File: config.mk
export PLATFORM = sky130hd
export DESIGN_NAME = muldiv_sequencer_flat
export DESIGN_NICKNAME = d
export VERILOG_FILES = /design/src/rtl/muldiv_pkg.sv /design/src/rtl/muldiv_sequencer_if.sv /design/src/rtl/muldiv_step.sv /design/src/rtl/muldiv_sequencer.sv /design/src/flat_wrapper.sv
export SDC_FILE = /design/constraint.sdc
export NUM_CORES = 1
export LEC_CHECK = 0
export ABC_CLOCK_PERIOD_IN_PS = 5800
export BUFFER_PORTS_ARGS = -buffer_cell sky130_fd_sc_hd__buf_2
export CORE_ASPECT_RATIO = 1.4
export CORE_UTILIZATION = 40
export CTS_CLUSTER_SIZE = 20
export DETAILED_ROUTE_END_ITERATION = 7
export PLACE_DENSITY = 0.6
export SLEW_MARGIN = 30
export SYNTH_ARGS = -nofsm -noshare
export SYNTH_HDL_FRONTEND = slang
export SYNTH_SLANG_ARGS = --single-unit
File: constraint.sdc
create_clock -name clk -period 5.8 [get_ports clk]
set_input_delay 0.87 -clock clk [delete_from_list [all_inputs] [get_ports clk]]
set_output_delay 0.87 -clock clk [all_outputs]
set_load 0.01 [all_outputs]
File: src/rtl/muldiv_pkg.sv
// Shared types, constants and helpers for the iterative multiply/divide unit.
package muldiv_pkg;

  localparam int WIDTH = 32;
  localparam int ITER  = WIDTH;
  localparam int CNT_W = $clog2(ITER);

  typedef enum logic [1:0] {
    OP_MULT  = 2'b00,
    OP_MULTU = 2'b01,
    OP_DIV   = 2'b10,
    OP_DIVU  = 2'b11
  } op_t;

  typedef enum logic [1:0] {
    IDLE = 2'd0,
    RUN  = 2'd1,
    FIX  = 2'd2
  } state_t;

  // Absolute value for signed ops, raw value for unsigned ones.
  function automatic logic [WIDTH-1:0] magnitude(input logic [WIDTH-1:0] v,
                                                 input logic is_signed);
    return (is_signed && v[WIDTH-1]) ? (~v + 1'b1) : v;
  endfunction

endpackage

File: src/rtl/muldiv_sequencer_if.sv
// Pipeline-facing bus of the multiply/divide unit: issue, HI/LO access and status.
interface muldiv_sequencer_if;
  import muldiv_pkg::*;

  logic             start_i;
  op_t              op_i;
  logic [WIDTH-1:0] rs_i;
  logic [WIDTH-1:0] rt_i;
  logic             rd_hi_i;
  logic             rd_lo_i;
  logic             wr_hi_i;
  logic             wr_lo_i;
  logic [WIDTH-1:0] wdata_i;
  logic [WIDTH-1:0] hi_o;
  logic [WIDTH-1:0] lo_o;
  logic             busy_o;
  logic             done_o;
  logic             stall_o;

  modport master (
    output start_i, op_i, rs_i, rt_i, rd_hi_i, rd_lo_i, wr_hi_i, wr_lo_i, wdata_i,
    input  hi_o, lo_o, busy_o, done_o, stall_o
  );

  modport slave (
    input  start_i, op_i, rs_i, rt_i, rd_hi_i, rd_lo_i, wr_hi_i, wr_lo_i, wdata_i,
    output hi_o, lo_o, busy_o, done_o, stall_o
  );

endinterface

File: src/rtl/muldiv_step.sv
// One iteration of the magnitude datapath: shift-add for multiply,
// shift-subtract-restore for divide. The accumulator carries one spare top
// bit so the multiply carry and the shifted partial remainder both fit.
module muldiv_step #(
  parameter int WIDTH = 32
) (
  input  logic [2*WIDTH:0] acc,
  input  logic [WIDTH-1:0] opb,
  input  logic             is_div,
  output logic [2*WIDTH:0] acc_next
);

  logic [WIDTH:0]   sum;
  logic [2*WIDTH:0] shifted;
  logic [WIDTH+1:0] diff;

  // Next accumulator for the selected op class.
  always_comb begin
    sum      = {1'b0, acc[2*WIDTH-1:WIDTH]} + {1'b0, opb};
    shifted  = {acc[2*WIDTH-1:0], 1'b0};
    diff     = {1'b0, shifted[2*WIDTH:WIDTH]} - {2'b00, opb};
    acc_next = '0;
    if (is_div) begin
      if (!diff[WIDTH+1]) begin
        acc_next = {diff[WIDTH:0], shifted[WIDTH-1:1], 1'b1};
      end else begin
        acc_next = shifted;
      end
    end else begin
      if (acc[0]) begin
        acc_next = {1'b0, sum, acc[WIDTH-1:1]};
      end else begin
        acc_next = {1'b0, acc[2*WIDTH:1]};
      end
    end
  end

endmodule

File: src/rtl/muldiv_sequencer.sv
// Iterative MULT/MULTU/DIV/DIVU unit owning HI/LO. Operands are reduced to
// magnitudes at issue, iterated for WIDTH cycles, then sign-corrected in FIX.
module muldiv_sequencer
  import muldiv_pkg::*;
(
  input  logic             clk,
  input  logic             reset,
  muldiv_sequencer_if.slave bus
);

  state_t           state;
  logic [CNT_W-1:0] cnt;
  logic [2*WIDTH:0] acc;
  logic [2*WIDTH:0] acc_next;
  logic [WIDTH-1:0] opb;
  logic [WIDTH-1:0] hi;
  logic [WIDTH-1:0] lo;
  logic             op_div;
  logic             sign_a;
  logic             sign_b;
  logic             done;
  logic             busy;
  logic             start_div;
  logic             start_signed;
  logic [2*WIDTH-1:0] prod;
  logic [WIDTH-1:0] quot;
  logic [WIDTH-1:0] rem;
  logic [WIDTH-1:0] res_hi;
  logic [WIDTH-1:0] res_lo;

  assign start_div    = (bus.op_i == OP_DIV)  || (bus.op_i == OP_DIVU);
  assign start_signed = (bus.op_i == OP_MULT) || (bus.op_i == OP_DIV);

  muldiv_step #(.WIDTH(WIDTH)) u_step (
    .acc      (acc),
    .opb      (opb),
    .is_div   (op_div),
    .acc_next (acc_next)
  );

  // Sign correction of the finished magnitude result into HI/LO values.
  always_comb begin
    prod   = acc[2*WIDTH-1:0];
    quot   = acc[WIDTH-1:0];
    rem    = acc[2*WIDTH-1:WIDTH];
    res_hi = '0;
    res_lo = '0;
    if (op_div) begin
      if (sign_a ^ sign_b) quot = ~quot + 1'b1;
      if (sign_a)          rem  = ~rem + 1'b1;
      res_hi = rem;
      res_lo = quot;
    end else begin
      if (sign_a ^ sign_b) prod = ~prod + 1'b1;
      res_hi = prod[2*WIDTH-1:WIDTH];
      res_lo = prod[WIDTH-1:0];
    end
  end

  // Sequencer FSM, HI/LO registers and the done pulse.
  always_ff @(posedge clk) begin
    if (reset) begin
      state  <= IDLE;
      cnt    <= '0;
      acc    <= '0;
      opb    <= '0;
      op_div <= 1'b0;
      sign_a <= 1'b0;
      sign_b <= 1'b0;
      hi     <= '0;
      lo     <= '0;
      done   <= 1'b0;
    end else begin
      done <= 1'b0;
      case (state)
        IDLE: begin
          if (bus.wr_hi_i) hi <= bus.wdata_i;
          if (bus.wr_lo_i) lo <= bus.wdata_i;
          if (bus.start_i) begin
            op_div <= start_div;
            sign_a <= start_signed & bus.rs_i[WIDTH-1];
            sign_b <= start_signed & bus.rt_i[WIDTH-1];
            opb    <= magnitude(bus.rt_i, start_signed);
            acc    <= {{(WIDTH+1){1'b0}}, magnitude(bus.rs_i, start_signed)};
            cnt    <= '0;
            state  <= RUN;
          end
        end
        RUN: begin
          acc <= acc_next;
          cnt <= cnt + 1'b1;
          if (cnt == CNT_W'(ITER - 1)) state <= FIX;
        end
        FIX: begin
          hi    <= res_hi;
          lo    <= res_lo;
          done  <= 1'b1;
          state <= IDLE;
        end
        default: begin
          state <= IDLE;
        end
      endcase
    end
  end

  assign busy        = (state != IDLE);
  assign bus.hi_o    = hi;
  assign bus.lo_o    = lo;
  assign bus.busy_o  = busy;
  assign bus.done_o  = done;
  assign bus.stall_o = busy & (bus.start_i | bus.rd_hi_i | bus.rd_lo_i |
                               bus.wr_hi_i | bus.wr_lo_i);

endmodule
File: src/flat_wrapper.sv
// flat-port wrapper written by rule: the top's interface ports become plain ports
module muldiv_sequencer_flat import muldiv_pkg::*;
  (clk, reset, bus_start_i, bus_op_i, bus_rs_i, bus_rt_i, bus_rd_hi_i, bus_rd_lo_i, bus_wr_hi_i, bus_wr_lo_i, bus_wdata_i, bus_hi_o, bus_lo_o, bus_busy_o, bus_done_o, bus_stall_o);
  muldiv_sequencer_if bus_i ();
  input  logic clk;
  input  logic reset;
  input wire logic [$bits(bus_i.start_i)-1:0] bus_start_i;
  input wire logic [$bits(bus_i.op_i)-1:0] bus_op_i;
  input wire logic [$bits(bus_i.rs_i)-1:0] bus_rs_i;
  input wire logic [$bits(bus_i.rt_i)-1:0] bus_rt_i;
  input wire logic [$bits(bus_i.rd_hi_i)-1:0] bus_rd_hi_i;
  input wire logic [$bits(bus_i.rd_lo_i)-1:0] bus_rd_lo_i;
  input wire logic [$bits(bus_i.wr_hi_i)-1:0] bus_wr_hi_i;
  input wire logic [$bits(bus_i.wr_lo_i)-1:0] bus_wr_lo_i;
  input wire logic [$bits(bus_i.wdata_i)-1:0] bus_wdata_i;
  output wire logic [$bits(bus_i.hi_o)-1:0] bus_hi_o;
  output wire logic [$bits(bus_i.lo_o)-1:0] bus_lo_o;
  output wire logic [$bits(bus_i.busy_o)-1:0] bus_busy_o;
  output wire logic [$bits(bus_i.done_o)-1:0] bus_done_o;
  output wire logic [$bits(bus_i.stall_o)-1:0] bus_stall_o;
  assign bus_i.start_i = bus_start_i;
  assign bus_i.op_i = bus_op_i;
  assign bus_i.rs_i = bus_rs_i;
  assign bus_i.rt_i = bus_rt_i;
  assign bus_i.rd_hi_i = bus_rd_hi_i;
  assign bus_i.rd_lo_i = bus_rd_lo_i;
  assign bus_i.wr_hi_i = bus_wr_hi_i;
  assign bus_i.wr_lo_i = bus_wr_lo_i;
  assign bus_i.wdata_i = bus_wdata_i;
  assign bus_hi_o = bus_i.hi_o;
  assign bus_lo_o = bus_i.lo_o;
  assign bus_busy_o = bus_i.busy_o;
  assign bus_done_o = bus_i.done_o;
  assign bus_stall_o = bus_i.stall_o;
  muldiv_sequencer u_core (.clk(clk), .reset(reset), .bus(bus_i));
endmodule
==> flow_metrics.env, run 1 <==
export IMPL_wirelength_um=52980
export IMPL_firstDrtPassIters=6
export IMPL_power_density_nw_per_um2=243.2
export IMPL_ys_warn_count=0
export IMPL_max_stage_delay_ns=0.70
export IMPL_synth_top_flop_cell="dfxtp_1"
export IMPL_multi_input_area_um2=10090
export IMPL_fp_coreArea_um2=35070
export IMPL_report_final_slew_viol_count=0
export IMPL_max_slew_margin=0.3440
export IMPL_cp_max_fo=29
export IMPL_overflow=0
export IMPL_cts_path_max_buffers=2
export IMPL_post_dp_hpwl_um=40440
export IMPL_syn_area_per_cell_um2=7.483
export IMPL_synth_edf_count=0
export IMPL_antenna_left=0
export IMPL_layout_common_cells="228 x nor2_1, 201 x a21oi_1, 171 x dfxtp_1, 170 x buf_2, 143 x nand2_1"
export IMPL_fillers=3669
export IMPL_clock_tree_root_cell="clkbuf_16"
export IMPL_layout_drive_gt1_share=0.1468
export IMPL_fin_nets=2167
export IMPL_fmax_ghz=0.2446
export IMPL_post_place_ws_ns=1.401
export IMPL_worst_slack_ns=1.712
export IMPL_hold_viol=0
export IMPL_critPathSlowestCell="dfxtp_1"
export IMPL_startpoint_type="register"
export IMPL_diodes=0
export IMPL_area_delta_synth_final_pct=12.78
export IMPL_final_common_cell="nor2_1"
export IMPL_synthArstFlopShare=0
export IMPL_clock_latency_ns=0.46
export IMPL_cts_tree="built"
export IMPL_cp_arrival_ns=4.42
export IMPL_synthCells=1905
export IMPL_power_uw=3910
export IMPL_rsz0062_at_grt="false"
export IMPL_io_buffers=171
export IMPL_hold_class="register to register"
export IMPL_cts_setup_buffers=0
export IMPL_worst_pin_slew_ns=0.9830
export IMPL_ioPinCount=172
export IMPL_setup_viol=0
export IMPL_p_leak_uw=0.006568
export IMPL_antenna_found_initial=1
export IMPL_grt_first_pass_wirelength_um=80580
export IMPL_initial_utilization=0.4065
export IMPL_cts_hold_buffers_added=0
export IMPL_clock_skew_ns=0.01491
export IMPL_layout_area_seq_um2=3445
export IMPL_numCtsBuffers=17
export IMPL_std_cell_rows=81
export IMPL_die_h_um=225.4
export IMPL_grt_pass1_vias=14040
export IMPL_critPathRequiredTime_ns=6.13
export IMPL_netlist_cell_type_count=81
export IMPL_maxCapViolCount=0
export IMPL_num_vias=14940
export IMPL_gp_congestion=0.9253
export IMPL_min_period_over_period=0.7049
export IMPL_synth_nets=2082
export IMPL_cts_resized=0
export IMPL_track_usage=0.2865
export IMPL_avgRoutedWirePerCell_um=21.54
export IMPL_worstSetupEndpointType="register"
export IMPL_die_area_um2=36410
export IMPL_drt_drc_violations_left=0
export IMPL_cts_max_level=4
export IMPL_synth_area_um2=14250
export IMPL_die_width_um=161.5
export IMPL_fin_setup_tns_ns=0
export IMPL_drt_iter0_drc=1296
export IMPL_crit_path_cell_trace="ha_1, nand4_1, nor2_1, a2111oi_0, o311ai_0, a41o_1, or2_2, mux2_2, a222oi_1, nor2_1"
export IMPL_layout_min_cycle_time_ns=4.088
export IMPL_worstSetupPathType="register to register"
export IMPL_status="completed"
export IMPL_synth_seq_cells=172
export IMPL_viasPerCell=6.076
export IMPL_r2r_setup_slack_ns=1.71
export IMPL_cp_common_cell="nor2_1"
export IMPL_clock_sinks=172
export IMPL_yosysSeqAreaShare=0.2416
export IMPL_ir_drop_mv=0.2250
export IMPL_grt_max_degree=86
export IMPL_path_clk_slew_ns=0.07
==> routing by layer <==
| metal | up-vias | routed length [um] | GRT usage |
|---|---|---|---|
| met2 | 525 | 26650 | 0.5196 |
| met3 | 134 | 2554 | 0.03681 |
| met4 | 2 | 3363 | 0.1814 |
| met5 | - | 13 | 0 |
| met1 | 7084 | 20400 | 0.3130 |
| li1 | 7195 | - | - |
==> power by group <==
part           internal, uW  leakage (uW)  switching (uW)
Clock                   755      0.000320             543
Sequential             1260       0.00141             128
Combinational           473       0.00483             747
Total                  2490       0.00657            1420
==> cells by family after synthesis <==
kind of cell,Yosys count,synth area share
mux,57,0.04196
flops,172,0.2416
buf+inv,201,0.05670
simple gates,598,0.1978
compound gates,641,0.2970
fa+ha+maj,72,0.06425
xor+xnor,164,0.1008
==> area by class of cell <==
cell class | instances | area share
Clock buffer | 19 | 0.02817
Clock inverter | 13 | 0.01237
Inverter | 68 | 0.01588
Multi-Input combinational cell | 1532 | 0.6274
Sequential cell | 172 | 0.2143
Tap cell | 456 | 0.03549
Timing Repair Buffer | 199 | 0.06646
==> registers in the layout, summed over array words and instances (netlist names) <==
register and count:
u_core.acc 65, u_core.bus.hi_o 32, u_core.bus.lo_o 32, u_core.opb 32
u_core.cnt 5, u_core.state 2, u_core.bus.done_o 1, u_core.op_div 1
u_core.sign_a 1, u_core.sign_b 1
==> worst max-delay path, delay by kind of cell (launching register included) <==
family | cells | cell delay [ns]
muxes | 1 | 0.38
DFF | 1 | 0.70
AOI/OAI and AO/OA | 4 | 1.60
and+or+nand+nor | 4 | 0.85
adders and majority gates | 1 | 0.42
==> final timing paths <==
kind,startpoint,to,depth (start not counted)
min reg2reg,u_core.bus.hi_o[14],u_core.bus.hi_o[14],2
max reg2reg,u_core.acc[41],u_core.acc[36],10
max,u_core.acc[41],u_core.acc[36],10
min,u_core.bus.hi_o[14],u_core.bus.hi_o[14],2
==> synth_stat cells, types with 10 or more instances <==
library cell  instances  share of area
a2111oi_0            13         0.0080
a211oi_1            102          0.054
a21o_1               34          0.018
a21oi_1             201          0.071
a221oi_1             11         0.0068
a222oi_1             18          0.013
a311oi_1             10         0.0061
a31oi_1              25          0.011
and2_1               12         0.0053
buf_1                12         0.0032
clkbuf_1            114          0.030
dfxtp_1             172           0.24
ha_1                 70          0.061
inv_1                68          0.018
mux2_2               22          0.017
mux2i_1              35          0.025
nand2_1             144          0.038
nand3_1              31          0.011
nor2_1              229          0.060
nor2b_1              16         0.0070
nor3_1               49          0.017
nor4_1               24          0.011
o211ai_1             17         0.0090
o21a_1               12         0.0063
o21ai_0              88          0.031
o21bai_1             13         0.0068
o31ai_1              23          0.012
or3_1                15         0.0066
or4_1                16         0.0084
xnor2_1              96          0.059
xor2_1               68          0.042
==> stage by stage <==
step | std cells | utilization | hold WS (ns) | instance area [um2]
floorplan | 1905 | - | 0.4266 | 14250
global placement | 2427 | 0.4390 | 0.4318 | 15390
detailed placement | 2427 | 0.4393 | 0.4395 | 15400
CTS | 2459 | 0.4579 | 0.4586 | 16060
global route | 2459 | 0.4585 | 0.4904 | 16080
finish | 2459 | 0.4585 | 0.4541 | 16080
No activity file was read; power rests on OpenSTA's default activity.
==> run 2: changes to the inputs <==
--- a/config.mk
+++ b/config.mk
@@ -5,13 +5,13 @@
 export SDC_FILE = /design/constraint.sdc
 export NUM_CORES = 1
 export LEC_CHECK = 0
-export ABC_CLOCK_PERIOD_IN_PS = 5800
+export ABC_CLOCK_PERIOD_IN_PS = 3300
 export BUFFER_PORTS_ARGS = -buffer_cell sky130_fd_sc_hd__buf_2
 export CORE_ASPECT_RATIO = 1.4
 export CORE_UTILIZATION = 40
 export CTS_CLUSTER_SIZE = 20
 export DETAILED_ROUTE_END_ITERATION = 7
-export PLACE_DENSITY = 0.6
+export PLACE_DENSITY = 0.63
 export SLEW_MARGIN = 30
 export SYNTH_ARGS = -nofsm -noshare
 export SYNTH_HDL_FRONTEND = slang
==> constraint.sdc (replaced) <==
create_clock -name clk -period 3.3 [get_ports clk]
set_input_delay 0.495 -clock clk [delete_from_list [all_inputs] [get_ports clk]]
set_output_delay 0.495 -clock clk [all_outputs]
set_load 0.01 [all_outputs]
==> flow_metrics.env, run 2 (synthesis results as in run 1) <==
export IMPL_status="completed"
export IMPL_min_period_over_period=0.9902
export IMPL_max_slew_margin=0.3516
export IMPL_path_clk_slew_ns=0.07
export IMPL_hold_class="primary input to register"
export IMPL_final_common_cell="buf_4"
export IMPL_final_util=0.5053
export IMPL_fmax_ghz=0.3060
export IMPL_initial_utilization=0.4065
export IMPL_rsz0062_at_grt="true"
export IMPL_ioPinCount=172
export IMPL_post_dp_hpwl_um=44110
export IMPL_clock_latency_ns=0.47
export IMPL_layout_common_cells="233 x buf_4, 229 x nor2_1, 197 x a21oi_1, 169 x dfxtp_1, 168 x buf_2"
export IMPL_setup_viol=0
export IMPL_crit_path_cell_trace="buf_6, or4_4, or3b_4, or4_4, or4_4, or4_4, nor4_4, a21oi_2, xnor2_1, a211oi_1"
export IMPL_power_density_nw_per_um2=401.0
export IMPL_antenna_found_initial=0
export IMPL_hold_viol=0
export IMPL_cts_path_max_buffers=2
export IMPL_largest_reg_flops=65
export IMPL_grt_pass1_vias=15270
export IMPL_p_leak_uw=0.007594
export IMPL_maxCapViolCount=0
export IMPL_fillers=3539
export IMPL_die_h_um=225.4
export IMPL_firstDrtPassIters=5
export IMPL_worst_pin_slew_ns=0.9690
export IMPL_power_uw=7106
export IMPL_clock_sinks=172
export IMPL_grt_max_degree=81
export IMPL_layout_drive_gt1_share=0.2371
export IMPL_drt_iter0_drc=1275
export IMPL_avgRoutedWirePerCell_um=21.11
export IMPL_layout_min_cycle_time_ns=3.268
export IMPL_area_delta_synth_final_pct=24.30
export IMPL_ir_drop_mv=0.2840
export IMPL_io_buffers=171
export IMPL_report_final_slew_viol_count=0
export IMPL_viasPerCell=5.951
export IMPL_numCtsBuffers=17
export IMPL_cts_max_level=4
export IMPL_worstSetupPathType="primary input to register"
export IMPL_overflow=0
export IMPL_regMostFlops="u_core.acc"
export IMPL_grt_first_pass_wirelength_um=85520
export IMPL_fin_nets=2374
export IMPL_wirelength_um=56270
export IMPL_post_place_cells=2627
export IMPL_antenna_left=0
export IMPL_num_vias=15870
export IMPL_die_area_um2=36410
export IMPL_cts_tree="built"
export IMPL_std_cell_rows=81
export IMPL_diodes=0
export IMPL_instances_no_fill=2666
export IMPL_critPathSlowestCell="or4_4"
export IMPL_cp_common_cell="or4_4"
export IMPL_track_usage=0.3054
export IMPL_clock_tree_root_cell="clkbuf_16"
export IMPL_critPathRequiredTime_ns=3.67
export IMPL_die_width_um=161.5
export IMPL_cp_arrival_ns=3.64
export IMPL_drt_drc_violations_left=0
export IMPL_startpoint_type="primary input"
export IMPL_gp_congestion=0.9780
export IMPL_max_stage_delay_ns=0.56
export IMPL_fp_coreArea_um2=35070
export IMPL_cp_max_fo=4
export IMPL_worstSetupEndpointType="register"
export IMPL_clock_skew_ns=0.02298
-- run 2: metal layers --
metal / vias to the layer above / GRT usage / routed length [um]
li1: 7616 / - / -
met1: 7550 / 0.3304 / 21470
met2: 531 / 0.5359 / 27590
met3: 168 / 0.03828 / 2455
met4: 0 / 0.2432 / 4756
met5: - / 0 / 0
-- run 2: path summary, 6_finish.rpt --
check | start | end | slack, ns | cells after the start
setup / recovery | bus_rt_i[0] | u_core.opb[29] | 0.03 | 10
hold reg to reg | u_core.bus.hi_o[1] | u_core.bus.hi_o[1] | 0.45 | 2
setup reg to reg | u_core.acc[6] | u_core.bus.hi_o[20] | 0.05 | 9
hold / removal | bus_op_i[1] | u_core.op_div | 0.29 | 3
-- run 2: what timing repair did --
action	in CTS	in global routing
pin swaps	0	16
setup endpoints to repair	19	42
resized for setup	3	36
buffers inserted	0	7
hold buffers	0	0
-- run 2: through the flow --
step | hold slack, ns | cell area, um2 | setup WS [ns] | setup TNS, ns
global route | 0.3210 | 17720 | -0.08621 | -0.2483
CTS | 0.2748 | 17530 | 0.008195 | 0
global placement | 0.4359 | 16920 | -0.3848 | -2.968
detailed placement | 0.4443 | 16920 | -0.4144 | -2.504
floorplan | 0.4266 | 14270 | -0.1226 | -0.2521
finish | 0.2948 | 17720 | 0.03237 | 0
-- run 2: report_power, final --
group	internal, uW	switching (uW)
clock network	1080	1060
logic	1100	1510
registers	2220	131
total	4400	2700
-- run 2: worst max-delay path, delay by kind of cell --
family,cells,cell delay [ns]
AOI/OAI and AO/OA,2,0.30
and+or+nand+nor,6,2.60
buffers and inverters,1,0.09
xor gates and xnor gates,1,0.16
-- run 2: final cells by class --
class	instances	area (um2)	share of cell area
timing repair buffer	406	2660	0.1501
clock inverter	15	172.7	0.009745
sequential	172	3447	0.1945
multi-input combinational	1532	10190	0.5750
clock buffer	17	425.4	0.02401
inverter	68	255.2	0.01441
tap	456	570.5	0.03220
==> run 3: changes to the inputs <==
==> constraint.sdc (replaced) <==
create_clock -name clk -period 3.3 [get_ports clk]
set_input_delay 0.33 -clock clk [delete_from_list [all_inputs] [get_ports clk]]
set_output_delay 0.33 -clock clk [all_outputs]
set_load 0.01 [all_outputs]
==> flow_metrics.env, run 3 (synthesis results as in run 1) <==
export IMPL_worstSetupPathType="register to register"
export IMPL_status="completed"
export IMPL_hold_viol=0
export IMPL_clock_skew_ns=0.01009
export IMPL_layout_min_cycle_time_ns=3.207
export IMPL_numCtsBuffers=17
export IMPL_layout_drive_gt1_share=0.2257
export IMPL_worst_pin_slew_ns=0.9639
export IMPL_grt_max_degree=64
export IMPL_antenna_left=0
export IMPL_cts_path_max_buffers=2
export IMPL_min_period_over_period=0.9719
export IMPL_reg2reg_to="u_core.acc[38]"
export IMPL_std_cell_rows=81
export IMPL_regMostFlops="u_core.acc"
export IMPL_clock_sinks=172
export IMPL_clock_latency_ns=0.47
export IMPL_setup_viol=0
export IMPL_final_util=0.4996
export IMPL_p_leak_uw=0.007491
export IMPL_crit_end="u_core.acc[38]"
export IMPL_wl_met2_um=28590
export IMPL_drt_iter0_drc=1330
export IMPL_worst_slack_ns=0.09258
export IMPL_antenna_found_initial=0
export IMPL_post_dp_hpwl_um=44000
export IMPL_cp_max_fo=6
export IMPL_maxCapViolCount=0
export IMPL_worstSetupEndpointType="register"
export IMPL_num_vias=15850
export IMPL_wirelength_um=56140
export IMPL_drt_drc_violations_left=0
export IMPL_grt_first_pass_wirelength_um=84600
export IMPL_rr_worst_depth=14
export IMPL_max_slew_margin=0.3525
export IMPL_ioPinCount=172
export IMPL_hold_class="primary input to register"
export IMPL_startpoint_type="register"
export IMPL_viasPerCell=5.984
export IMPL_fin_setup_tns_ns=0
export IMPL_track_usage=0.3028
export IMPL_fp_coreArea_um2=35070
export IMPL_post_place_cells=2615
export IMPL_cp_arrival_ns=3.55
export IMPL_largest_reg_flops=65
export IMPL_critPathRequiredTime_ns=3.64
export IMPL_clock_tree_root_cell="clkbuf_16"
export IMPL_avgRoutedWirePerCell_um=21.19
export IMPL_rsz0062_at_grt="true"
export IMPL_cts_hold_buffers_added=0
export IMPL_area_delta_synth_final_pct=22.90
export IMPL_fin_nets=2357
export IMPL_firstDrtPassIters=8
export IMPL_wl_met1_um=20880
export IMPL_power_uw=6977
export IMPL_final_common_cell="nor2_1"
export IMPL_die_width_um=161.5
export IMPL_grt_pass1_vias=15080
export IMPL_die_h_um=225.4
export IMPL_fmax_ghz=0.3118
export IMPL_diodes=0
export IMPL_io_buffers=171
export IMPL_overflow=0
export IMPL_gp_congestion=1.021
export IMPL_r2r_setup_slack_ns=0.09
export IMPL_report_final_slew_viol_count=0
export IMPL_ir_drop_mv=0.3665
export IMPL_cts_max_level=4
export IMPL_cp_startpoint="u_core.opb[4]"
export IMPL_initial_utilization=0.4065
export IMPL_post_place_ws_ns=-0.2518
export IMPL_cts_tree="built"
export IMPL_instances_no_fill=2649
export IMPL_path_clk_slew_ns=0.08
export IMPL_power_density_nw_per_um2=398.2
export IMPL_layout_common_cells="229 x nor2_1, 216 x buf_4, 198 x a21oi_1, 171 x dfxtp_1, 170 x buf_2"
export IMPL_r2r_start="u_core.opb[4]"
export IMPL_top_layer_used="met4"
export IMPL_wl_met3_um=2806
export IMPL_die_area_um2=36410
[run 3: changes by cell type in the layout (fill, tap and decap cells not counted), moves of 2 or more]
cell	previous run	this run
o21ai_0	85	87
dfxtp_2	3	1
or4_4	9	7
buf_4	233	216
or4_1	11	13
ha_2	2	0
a41oi_2	0	2
buf_6	2	0
dfxtp_1	169	171
buf_2	168	170
nor3_2	4	2
[run 3: area by class of cell]
type / instances / area (um2)
Fill cell: 3527 / 17550
Multi-Input combinational cell: 1533 / 10170
Sequential cell: 172 / 3445
Timing Repair Buffer: 388 / 2512
Tap cell: 456 / 570.5
Clock buffer: 17 / 425.4
Inverter: 68 / 255.2
Clock inverter: 15 / 142.6
[run 3: per-layer routing]
metal | global-route usage | vias to the layer above
li1 | - | 7582
met1 | 0.3227 | 7514
met2 | 0.5526 | 587
met3 | 0.04012 | 169
met4 | 0.2036 | 0
met5 | 0 | -
[run 3: worst min path at each step]
stage	depth (start not counted)	slack, ns	end	start
after floorplan	2	0.43	u_core.acc[64]	u_core.acc[64]
after global placement	2	0.43	u_core.bus.hi_o[7]	u_core.bus.hi_o[7]
after detailed placement	2	0.45	u_core.bus.hi_o[0]	u_core.bus.hi_o[0]
after CTS	3	0.10	u_core.op_div	bus_op_i[1]
after global routing	3	0.11	u_core.op_div	bus_op_i[1]
final	3	0.11	u_core.op_div	bus_op_i[1]
[run 3: metrics by stage]
step | area, um2 | hold slack [ns]
final | 17520 | 0.1121
after global routing | 17520 | 0.1123
after CTS | 17400 | 0.1013
after detailed placement | 16830 | 0.4486
after global placement | 16830 | 0.4343
after floorplan | 14270 | 0.4266
[run 3: report_power, final]
group | switching, uW | leakage, uW | total [uW] | internal (uW)
logic | 1500 | 0.00581 | 2580 | 1080
registers | 138 | 0.00141 | 2360 | 2220
clock network | 1040 | 0.000270 | 2040 | 1000
[run 3: critical path, cell delays in order, from the launching register on]
cell and delay, ns:
dfxtp_1 0.49, inv_1 0.09, ha_1 0.36, a21oi_1 0.20
nand2_1 0.08, a41oi_1 0.23, o311ai_0 0.16, buf_4 0.18
a41o_1 0.26, or2_4 0.32, buf_4 0.16, buf_4 0.13
mux2i_1 0.12, a222oi_1 0.22, nor2_1 0.07
[run 3: timing repair]
item	CTS	global route
gates resized for setup	1	23
gates cloned	0	1
endpoints found under the setup margin	9	35
pin swaps	0	10
setup buffers	0	1
